$ cat config.mk
export PLATFORM = sky130hd
export DESIGN_NAME = tsv_bus_arbiter_flat
export DESIGN_NICKNAME = d
export VERILOG_FILES = /design/src/rtl/tsv_pkg.sv /design/src/rtl/tsv_bus_arbiter_if.sv /design/src/rtl/rr_pick.sv /design/src/rtl/tsv_bus_arbiter.sv /design/src/flat_wrapper.sv
export SDC_FILE = /design/constraint.sdc
export NUM_CORES = 1
export LEC_CHECK = 0
export BUFFER_PORTS_ARGS = -buffer_cell sky130_fd_sc_hd__buf_2
export CORE_ASPECT_RATIO = 1.25
export CORE_MARGIN = 10
export CORE_UTILIZATION = 51
export DETAILED_ROUTE_END_ITERATION = 10
export GPL_TIMING_DRIVEN = 0
export HOLD_SLACK_MARGIN = 0.03
export PLACE_DENSITY = 0.93
export SLEW_MARGIN = 20
export SYNTH_ARGS = -nofsm -noshare
export SYNTH_HDL_FRONTEND = slang
export SYNTH_SLANG_ARGS = --single-unit
$ cat constraint.sdc
create_clock -name clk -period 4 [get_ports clk]
set_input_delay 0.2 -clock clk [delete_from_list [all_inputs] [get_ports clk]]
set_output_delay 0.2 -clock clk [all_outputs]
set_load 0.01 [all_outputs]
$ cat src/rtl/tsv_pkg.sv
// Shared types and constants for the inter-layer (TSV) bus arbiters.
package tsv_pkg;

  typedef enum logic [1:0] {
    StIdle,
    StXfer,
    StGap
  } state_e;

  // Discovery-frame token emitted by the self-test/chip-ID engine.
  localparam logic [15:0] TOKEN_BEEF = 16'hBEEF;

  // Requester that owns the bus exclusively until self-test completes.
  localparam int unsigned SELFTEST_REQ_IDX = 0;

endpackage

$ cat src/rtl/tsv_bus_arbiter_if.sv
// Requester/arbiter signal bundle for the shared TSV bus.
interface tsv_bus_arbiter_if #(
  parameter int unsigned N_REQ = 4,
  parameter int unsigned DW    = 32
);

  logic                  sort_finish;
  logic [N_REQ-1:0]      req;
  logic [N_REQ-1:0]      valid;
  logic [N_REQ-1:0]      last;
  logic [N_REQ*DW-1:0]   wdata;
  logic [N_REQ-1:0]      grant;
  logic [DW-1:0]         bus_data;
  logic                  bus_valid;
  logic                  busy;
  logic                  timeout_pulse;

  // Requester side.
  modport master (
    output sort_finish, req, valid, last, wdata,
    input  grant, bus_data, bus_valid, busy, timeout_pulse
  );

  // Arbiter side.
  modport slave (
    input  sort_finish, req, valid, last, wdata,
    output grant, bus_data, bus_valid, busy, timeout_pulse
  );

endinterface

$ cat src/rtl/rr_pick.sv
// Round-robin picker: first set bit of req at or above ptr, wrapping to 0.
module rr_pick #(
  parameter int unsigned N  = 4,
  parameter int unsigned IW = (N > 1) ? $clog2(N) : 1
) (
  input  logic [N-1:0]  req,
  input  logic [IW-1:0] ptr,
  output logic [N-1:0]  onehot,
  output logic [IW-1:0] idx,
  output logic          found
);

  // Scan N positions starting at ptr; the first hit wins.
  always_comb begin
    logic [IW-1:0] pos;
    onehot = '0;
    idx    = '0;
    found  = 1'b0;
    pos    = '0;
    for (int unsigned k = 0; k < N; k++) begin
      pos = IW'((32'(ptr) + k) % N);
      if (!found && req[pos]) begin
        found       = 1'b1;
        onehot[pos] = 1'b1;
        idx         = pos;
      end
    end
  end

endmodule

$ cat src/rtl/tsv_bus_arbiter.sv
// Shared TSV bus arbiter: self-test lockout, round-robin ownership, burst cap,
// inactivity timeout and a fixed idle gap between owners.
module tsv_bus_arbiter
  import tsv_pkg::*;
#(
  parameter int unsigned N_REQ     = 4,
  parameter int unsigned DW        = 32,
  parameter int unsigned MAX_BURST = 8,
  parameter int unsigned TIMEOUT   = 20,
  parameter int unsigned GAP_CYC   = 2
) (
  input logic              clk,
  input logic              rst_n,
  tsv_bus_arbiter_if.slave bus
);

  localparam int unsigned IW = $clog2(N_REQ);
  localparam int unsigned CW = 5;
  localparam int unsigned GW = 3;
  localparam logic [N_REQ-1:0] SelftestMask = N_REQ'(1) << SELFTEST_REQ_IDX;

  state_e           state_q;
  logic [IW-1:0]    own_q;
  logic [IW-1:0]    rr_ptr_q;
  logic [CW-1:0]    beat_cnt_q;
  logic [CW-1:0]    idle_cnt_q;
  logic [GW-1:0]    gap_cnt_q;
  logic [N_REQ-1:0] grant_q;
  logic [DW-1:0]    bus_data_q;
  logic             bus_valid_q;
  logic             busy_q;
  logic             timeout_pulse_q;

  logic [N_REQ-1:0] elig;
  logic [N_REQ-1:0] pick_onehot;
  logic [IW-1:0]    pick_idx;
  logic             pick_found;

  logic [DW-1:0]    words [N_REQ];
  logic             own_req, own_valid, own_last;
  logic [DW-1:0]    own_word;
  logic             rel_last, rel_burst, rel_drop, rel_tmo, rel_any;
  logic [IW-1:0]    next_ptr;

  // Before self-test completes only the self-test engine may compete.
  assign elig = bus.sort_finish ? bus.req : (bus.req & SelftestMask);

  rr_pick #(
    .N  (N_REQ),
    .IW (IW)
  ) u_rr_pick (
    .req    (elig),
    .ptr    (rr_ptr_q),
    .onehot (pick_onehot),
    .idx    (pick_idx),
    .found  (pick_found)
  );

  for (genvar gi = 0; gi < N_REQ; gi++) begin : g_words
    assign words[gi] = bus.wdata[gi*DW +: DW];
  end

  assign own_req   = bus.req[own_q];
  assign own_valid = bus.valid[own_q];
  assign own_last  = bus.last[own_q];
  assign own_word  = words[own_q];

  // Release causes for the current owner; any one of them ends the grant.
  always_comb begin
    rel_last  = own_valid & own_last;
    rel_burst = own_valid & (beat_cnt_q == CW'(MAX_BURST - 1));
    rel_drop  = ~own_req;
    rel_tmo   = own_req & ~own_valid & (idle_cnt_q == CW'(TIMEOUT - 1));
    rel_any   = rel_last | rel_burst | rel_drop | rel_tmo;
  end

  assign next_ptr = (own_q == IW'(N_REQ - 1)) ? '0 : own_q + 1'b1;

  // Ownership FSM with registered grant, bus and status outputs.
  always_ff @(posedge clk or negedge rst_n) begin
    if (!rst_n) begin
      state_q         <= StIdle;
      own_q           <= '0;
      rr_ptr_q        <= '0;
      beat_cnt_q      <= '0;
      idle_cnt_q      <= '0;
      gap_cnt_q       <= '0;
      grant_q         <= '0;
      bus_data_q      <= '0;
      bus_valid_q     <= 1'b0;
      busy_q          <= 1'b0;
      timeout_pulse_q <= 1'b0;
    end else begin
      timeout_pulse_q <= 1'b0;
      unique case (state_q)
        StIdle: begin
          bus_valid_q <= 1'b0;
          if (pick_found) begin
            grant_q    <= pick_onehot;
            own_q      <= pick_idx;
            beat_cnt_q <= '0;
            idle_cnt_q <= '0;
            busy_q     <= 1'b1;
            state_q    <= StXfer;
          end
        end
        StXfer: begin
          if (!own_req) begin
            // Owner withdrew: the beat on its lines this cycle is dropped.
            bus_valid_q <= 1'b0;
          end else begin
            bus_valid_q <= own_valid;
            if (own_valid) begin
              bus_data_q <= own_word;
              beat_cnt_q <= (&beat_cnt_q) ? beat_cnt_q : beat_cnt_q + 1'b1;
              idle_cnt_q <= '0;
            end else begin
              idle_cnt_q <= (&idle_cnt_q) ? idle_cnt_q : idle_cnt_q + 1'b1;
            end
          end
          if (rel_any) begin
            grant_q         <= '0;
            rr_ptr_q        <= next_ptr;
            gap_cnt_q       <= '0;
            timeout_pulse_q <= rel_tmo;
            state_q         <= StGap;
          end
        end
        StGap: begin
          bus_valid_q <= 1'b0;
          if (gap_cnt_q == GW'(GAP_CYC - 1)) begin
            busy_q  <= 1'b0;
            state_q <= StIdle;
          end else begin
            gap_cnt_q <= gap_cnt_q + 1'b1;
          end
        end
        default: state_q <= StIdle;
      endcase
    end
  end

  assign bus.grant         = grant_q;
  assign bus.bus_data      = bus_data_q;
  assign bus.bus_valid     = bus_valid_q;
  assign bus.busy          = busy_q;
  assign bus.timeout_pulse = timeout_pulse_q;

endmodule

$ cat src/flat_wrapper.sv
// flat-port wrapper written by rule: the top's interface ports become plain ports
module tsv_bus_arbiter_flat import tsv_pkg::*;
#(
  parameter int unsigned N_REQ     = 4,
  parameter int unsigned DW        = 32,
  parameter int unsigned MAX_BURST = 8,
  parameter int unsigned TIMEOUT   = 20,
  parameter int unsigned GAP_CYC   = 2
)
  (clk, rst_n, bus_sort_finish, bus_req, bus_valid, bus_last, bus_wdata, bus_grant, bus_bus_data, bus_bus_valid, bus_busy, bus_timeout_pulse);
  tsv_bus_arbiter_if #(.N_REQ(N_REQ), .DW(DW)) bus_i ();
  input logic clk;
  input logic rst_n;
  input wire logic [$bits(bus_i.sort_finish)-1:0] bus_sort_finish;
  input wire logic [$bits(bus_i.req)-1:0] bus_req;
  input wire logic [$bits(bus_i.valid)-1:0] bus_valid;
  input wire logic [$bits(bus_i.last)-1:0] bus_last;
  input wire logic [$bits(bus_i.wdata)-1:0] bus_wdata;
  output wire logic [$bits(bus_i.grant)-1:0] bus_grant;
  output wire logic [$bits(bus_i.bus_data)-1:0] bus_bus_data;
  output wire logic [$bits(bus_i.bus_valid)-1:0] bus_bus_valid;
  output wire logic [$bits(bus_i.busy)-1:0] bus_busy;
  output wire logic [$bits(bus_i.timeout_pulse)-1:0] bus_timeout_pulse;
  assign bus_i.sort_finish = bus_sort_finish;
  assign bus_i.req = bus_req;
  assign bus_i.valid = bus_valid;
  assign bus_i.last = bus_last;
  assign bus_i.wdata = bus_wdata;
  assign bus_grant = bus_i.grant;
  assign bus_bus_data = bus_i.bus_data;
  assign bus_bus_valid = bus_i.bus_valid;
  assign bus_busy = bus_i.busy;
  assign bus_timeout_pulse = bus_i.timeout_pulse;
  tsv_bus_arbiter #(.N_REQ(N_REQ), .DW(DW), .MAX_BURST(MAX_BURST), .TIMEOUT(TIMEOUT), .GAP_CYC(GAP_CYC)) u_core (.clk(clk), .rst_n(rst_n), .bus(bus_i));
endmodule
# Yosys cells after proc, flatten, opt, wreduce, memory -nomap -nowiden
# Index checks and enable logic that the tools add are counted.
# W data, S select, Z words.
[op_classes]
n_reduce_logical = 27
muxes = 65
bitwise_logic = 13
n_eq_ne = 14
magnitude_cmp = 10
n_addsub = 7
[ops]
columns = ["operator", "n"]
rows = [
  ["$bmux W32 S2", 1],
  ["$mux W32", 2],
  ["$mux W5", 7],
  ["$mux W4", 7],
  ["$mux W1", 20],
  ["$pmux W5 S2", 2],
  ["$mux W2", 8],
  ["$lt A2 B3 Y1 const B", 5],
  ["$reduce_and A3 Y1", 5],
  ["$reduce_and A5 Y1", 3],
  ["$bmux W1 S2", 7],
  ["$or A4 B4 Y4", 3],
  ["$add A5 B1 Y5 const B", 2],
  ["$ne A2 B1 Y1 const B", 5],
  ["$demux W1 S2", 4],
  ["$ge A2 B1 Y1 const B", 4],
  ["$pmux W4 S2", 1],
  ["$reduce_bool A2 Y1", 4],
  ["$logic_and A1 B1 Y1", 7],
  ["$mux W3", 2],
  ["$pmux W2 S3", 1],
  ["$pmux W3 S2", 1],
  ["$eq A5 B3 Y1 const B", 1],
  ["$eq A5 B5 Y1 const B", 1],
  ["other kinds (19)", 33],
]
[word_totals]
inputBits = 143
wordCells = 147
reg_bits = 58
out_inout_bits = 39

# Depth between registers and ports, before layout
[depth]
depth_word = 15
depth_mapped = 8
ltp_nobuf = 8

# By module
# From an unflattened synthesis, not the netlist that was laid out.
[unflattened]
cells_unflattened = 286
hier_area_um2 = 3761.1
[by_module_without_submodules]
columns = ["module", "n_inst", "seq_area_each_um2", "area_each_um2", "cells_per_inst"]
rows = [
  ["tsv_bus_arbiter", 1, 1451.4, 3339.5, 241],
  ["rr_pick", 1, 0.0, 421.7, 45],
]

# Least setup slack after synthesis
# No wires, ideal clock.
[synth_path]
kind = "reg2reg"
startpoint = "reg u_core.rr_ptr_q[0]"
endpoint = "reg u_core.grant_q[3] (netlist: u_core.bus.grant[3])"
setup_time_ns = 0.124
path_slack_ns = 1.708
t_arrival_ns = 2.168
n_path_buf = 1
required_ns = 3.876
synth_period_minus_slack_ns = 2.292
stages_incl_launch_ff = 9
path_cell_list = "dfrtp_1 clkbuf_1 inv_1 ha_1 and2_1 a211o_1 o211ai_1 a31oi_1 a211o_1"
[synth_via]
elab_chain_cells = 14
word_cells_on_any_way = 52
classes_between = "add/sub: 3; order compare: 8; eq/ne: 1; mux: 26; bitwise: 3; reduce/logical: 11"
[synth_rtl]
columns = ["element", "line_no", "text"]
rows = [
  ["start: declaration", "tsv_bus_arbiter.sv:24", "logic [IW-1:0] rr_ptr_q;"],
  ["start signal: assignment", "tsv_bus_arbiter.sv:123", "rr_ptr_q <= next_ptr;"],
  ["parallel branches: the longest is 14 deep, another holds $lt A2 B3 Y1", "n/a", ""],
  ["end signal: assignment", "tsv_bus_arbiter.sv:99", "grant_q <= pick_onehot;"],
  ["end: declaration", "tsv_bus_arbiter.sv:28", "logic [N_REQ-1:0] grant_q;"],
]
# Several ways; the timed one is not identified. The select of a mux whose other input is x is not followed.
# A chain may end at the register's enable or synchronous reset.

# Worst setup path after layout
# Same ends and word-level chain as after synthesis.

==> qor.txt <==
Initial antenna violation count = 0
Worst rel slew slack = 0.4254
DR vias/cell = 5.793
Count of unique library cells instantiated by Yosys = 48
Critical Path AT = 3.14 ns
RSZ-0062 raised after global routing = false
Vias post-DR = 3406
Crit share post-route = 0.7153
Post_cts resized = 0
Gr usage total = 0.2113
Worst slew pin tran = 0.8597 ns
Logic pwr share = 0.563
Slowest-stage cell, CP = dfrtp_1
Longest Clk Path Bufs = 2
Count leader, synth = dfrtp_1
CTS sink count = 58
Clock transition at path regs = 0.07 ns
Largest area contributor in the netlist = dfrtp_1
HPWL after DPL = 10250 um
Routed WL per cell = 21.10 um
VDD IR max = 321.6 uV
Number of DRC markers in iteration 0 = 206
Total Wirelength = 12410 um
H-tree Lvls = 3
Psw = 1.352 mW
Die Ht = 116.4 um
Crit path required time = 4.28 ns
Post-synthesis async set-or-reset flop share = 1.000
ANT cells = 0
Synth area leaders = dfrtp_1, mux4_2, mux2_2, ha_1, o211ai_1
CP max stage delay = 0.53 ns
Vias in the first global route = 3804
Clock skew = 0.009757 ns
Layout cells sized above 1 = 0.5665
Register area share after synthesis = 0.3828
Switching Fraction = 0.4001
Clk pwr share = 0.144
Latest clock arrival within the worst-skew pair = 0.33 ns
TritonCTS clock tree = done
Crit path cell chain = clkbuf_1 > inv_1 > ha_1 > and2_1 > a211oi_1 > o211ai_1 > a31oi_1 > a211o_1
TritonRoute pass-1 iters = 4
Leakage power = 2.419 nW
Port Buf Inserts = 181
Clock root cell = clkbuf_8
DRT antenna net count = 0
FP Rows = 35
GP Congestion = 0.8969
Core box area = 7313 um^2
Cell count after synthesis = 298
Initial Utilization = 0.5184
Critical setup path kind = reg -> reg
Max Cap Viol = 0
Fmax = 0.3495 GHz
Largest net degree at the start of global routing = 59
GRT overflow = 0
NumNets Final = 649
TritonCTS Buffers = 9
Synth Cell Area = 3791 um^2
Dpl cell area = 4815 um^2
Fillers = 553
Die Area = 11300 um^2
Crit. End Element = register
Max-slew violation count = 0
Die W = 97.12 um
Critical-path maximum fanout = 10
Top post-synthesis cells by count = dfrtp_1, mux4_2, mux2_2
Design area = 5006 um^2
Period minus WS final = 2.861 ns
Status = finished, final reports clean
Sum Neg Setup Slack = 0 ns
Area Growth Syn to Fin = 32.05%
Net Count, Synth = 456
Final hold vios = 0
Syn avg cell area = 12.72 um^2
Post-CTS Setup Inserts = 0
Pwr dens = 675.1 nW/um^2
Setup-failing EPs final = 0
Seq pwr share = 0.293
Crit start category = register
Int Power = 2.027 mW
Drc violations = 0
Synth top area share = 0.3828
FF+latch count, synth = 58
Min-delay worst type = in -> reg
First-pass GRT wire length = 19330 um
Dominant synthesized flop cell = dfrtp_1
I/O Pins = 182
Synth warnings = 0
Post-synth EDFFs = 0
[path summary, 6_finish.rpt]
path / cells past startpoint / start / to / slack [ns]
worst max register to register: 8 / u_core.rr_ptr_q[0]$_DFFE_PN0P_ / u_core.bus.grant[3]$_DFFE_PN0P_ / 1.14
worst min-delay path: 3 / bus_wdata[99] / u_core.bus.bus_data[3]$_DFFE_PN0P_ / 0.31
worst max-delay path: 8 / u_core.rr_ptr_q[0]$_DFFE_PN0P_ / u_core.bus.grant[3]$_DFFE_PN0P_ / 1.14
max in group asynchronous: 2 / rst_n / u_core.beat_cnt_q[3]$_DFFE_PN0P_ / 3.01
min in group asynchronous: 2 / rst_n / u_core.state_q[1]$_DFFE_PN0P_ / 0.48
worst min register to register: 1 / u_core.bus.bus_data[24]$_DFFE_PN0P_ / u_core.bus.bus_data[24]$_DFFE_PN0P_ / 0.50
[sequential cells by signal (all words and copies together), names as in the netlist]
name and count:
u_core.beat_cnt_q 5, u_core.bus.bus_data 32, u_core.gap_cnt_q 3, u_core.bus.grant 4
u_core.bus.bus_valid 1, u_core.bus.timeout_pulse 1, u_core.own_q 2, u_core.state_q 2
u_core.rr_ptr_q 2, u_core.bus.busy 1, u_core.idle_cnt_q 5
[power by group through the flow]
stage / sequential [mW] / clock (mW) / combinational (mW)
after floorplan: 1.06 / 0 / 1.24
after global placement: 0.974 / 0 / 1.84
after detailed placement: 0.994 / 0 / 1.92
after CTS: 0.987 / 0.500 / 1.92
after global routing: 1.02 / 0.528 / 2.08
final: 0.989 / 0.488 / 1.90
[stage by stage]
stage                     utilization  power [mW]  setup WS [ns]  hold slack (ns)  cells
after floorplan                     -       2.301          1.708         -0.09559    298
after global placement         0.6580       2.811          1.351           0.4778    571
after detailed placement       0.6583       2.913          1.247           0.3046    571
after CTS                      0.6845       3.411          1.218           0.2982    588
after global routing           0.6845       3.624         0.9421           0.3034    588
final                          0.6845       3.380          1.139           0.3102    588
[final cells by class]
cell class / count / area, um^2 / share of cell area
inverter: 10 / 37.54 / 0.007498
clock inverter: 4 / 26.28 / 0.005249
clock buffer: 12 / 155.1 / 0.03099
sequential: 58 / 1451 / 0.2899
buffer: 16 / 80.08 / 0.01600
timing repair buffer: 182 / 918.4 / 0.1835
multi-input combinational: 214 / 2222 / 0.4439
tap: 92 / 115.1 / 0.02299
[worst max-delay path, delay by kind of cell (launching register included)]
family                     cells  cell delay [ns]
DFF                            1             0.53
adders and majority gates      1             0.43
and+or+nand+nor                1             0.19
buffers and inverters          2             0.59
AOI/OAI and AO/OA              4             1.07
[cells by family (layout without fill, tap and decap cells)]
kind of cell             Yosys count  after routing  share of synthesized area
flip-flops                        58             58                     0.3828
AND/OR/NAND/NOR                   63             63                    0.09340
buffers and inverters             26            224                    0.03102
AO/OA/AOI/OAI                     59             59                     0.1135
adder cells (fa/ha/maj)           15             15                    0.04950
XOR/XNOR                           3              3                   0.006932
multiplexers                      74             74                     0.3228
[routing by layer]
metal	track usage	vias up	part of all wire	routed length [um]
li1	-	1553	-	-
met4	0.09655	0	0.028	347
met5	0	-	0	0
met1	0.2270	1655	0.36	4504
met3	0.06391	30	0.071	876
met2	0.3763	168	0.54	6679
[cell usage in the layout (no fill, tap or decap), types with 7 or more instances in the layout]
| cell type | n |
|---|---|
| clkbuf_8 | 11 |
| o211ai_1 | 9 |
| nor2_1 | 13 |
| ha_1 | 15 |
| o21ai_0 | 8 |
| mux4_2 | 35 |
| and3_1 | 7 |
| nand3_1 | 11 |
| clkbuf_1 | 10 |
| mux2_2 | 34 |
| dfrtp_1 | 58 |
| nand2_1 | 9 |
| buf_2 | 184 |
| inv_1 | 10 |
| a21oi_1 | 7 |
[what timing repair did]
action | CTS | global route
hold buffers | 1 | 0
setup endpoints to repair | 0 | 0
hold endpoints to repair | 58 | 0
No activity file was read; power rests on OpenSTA's default activity.
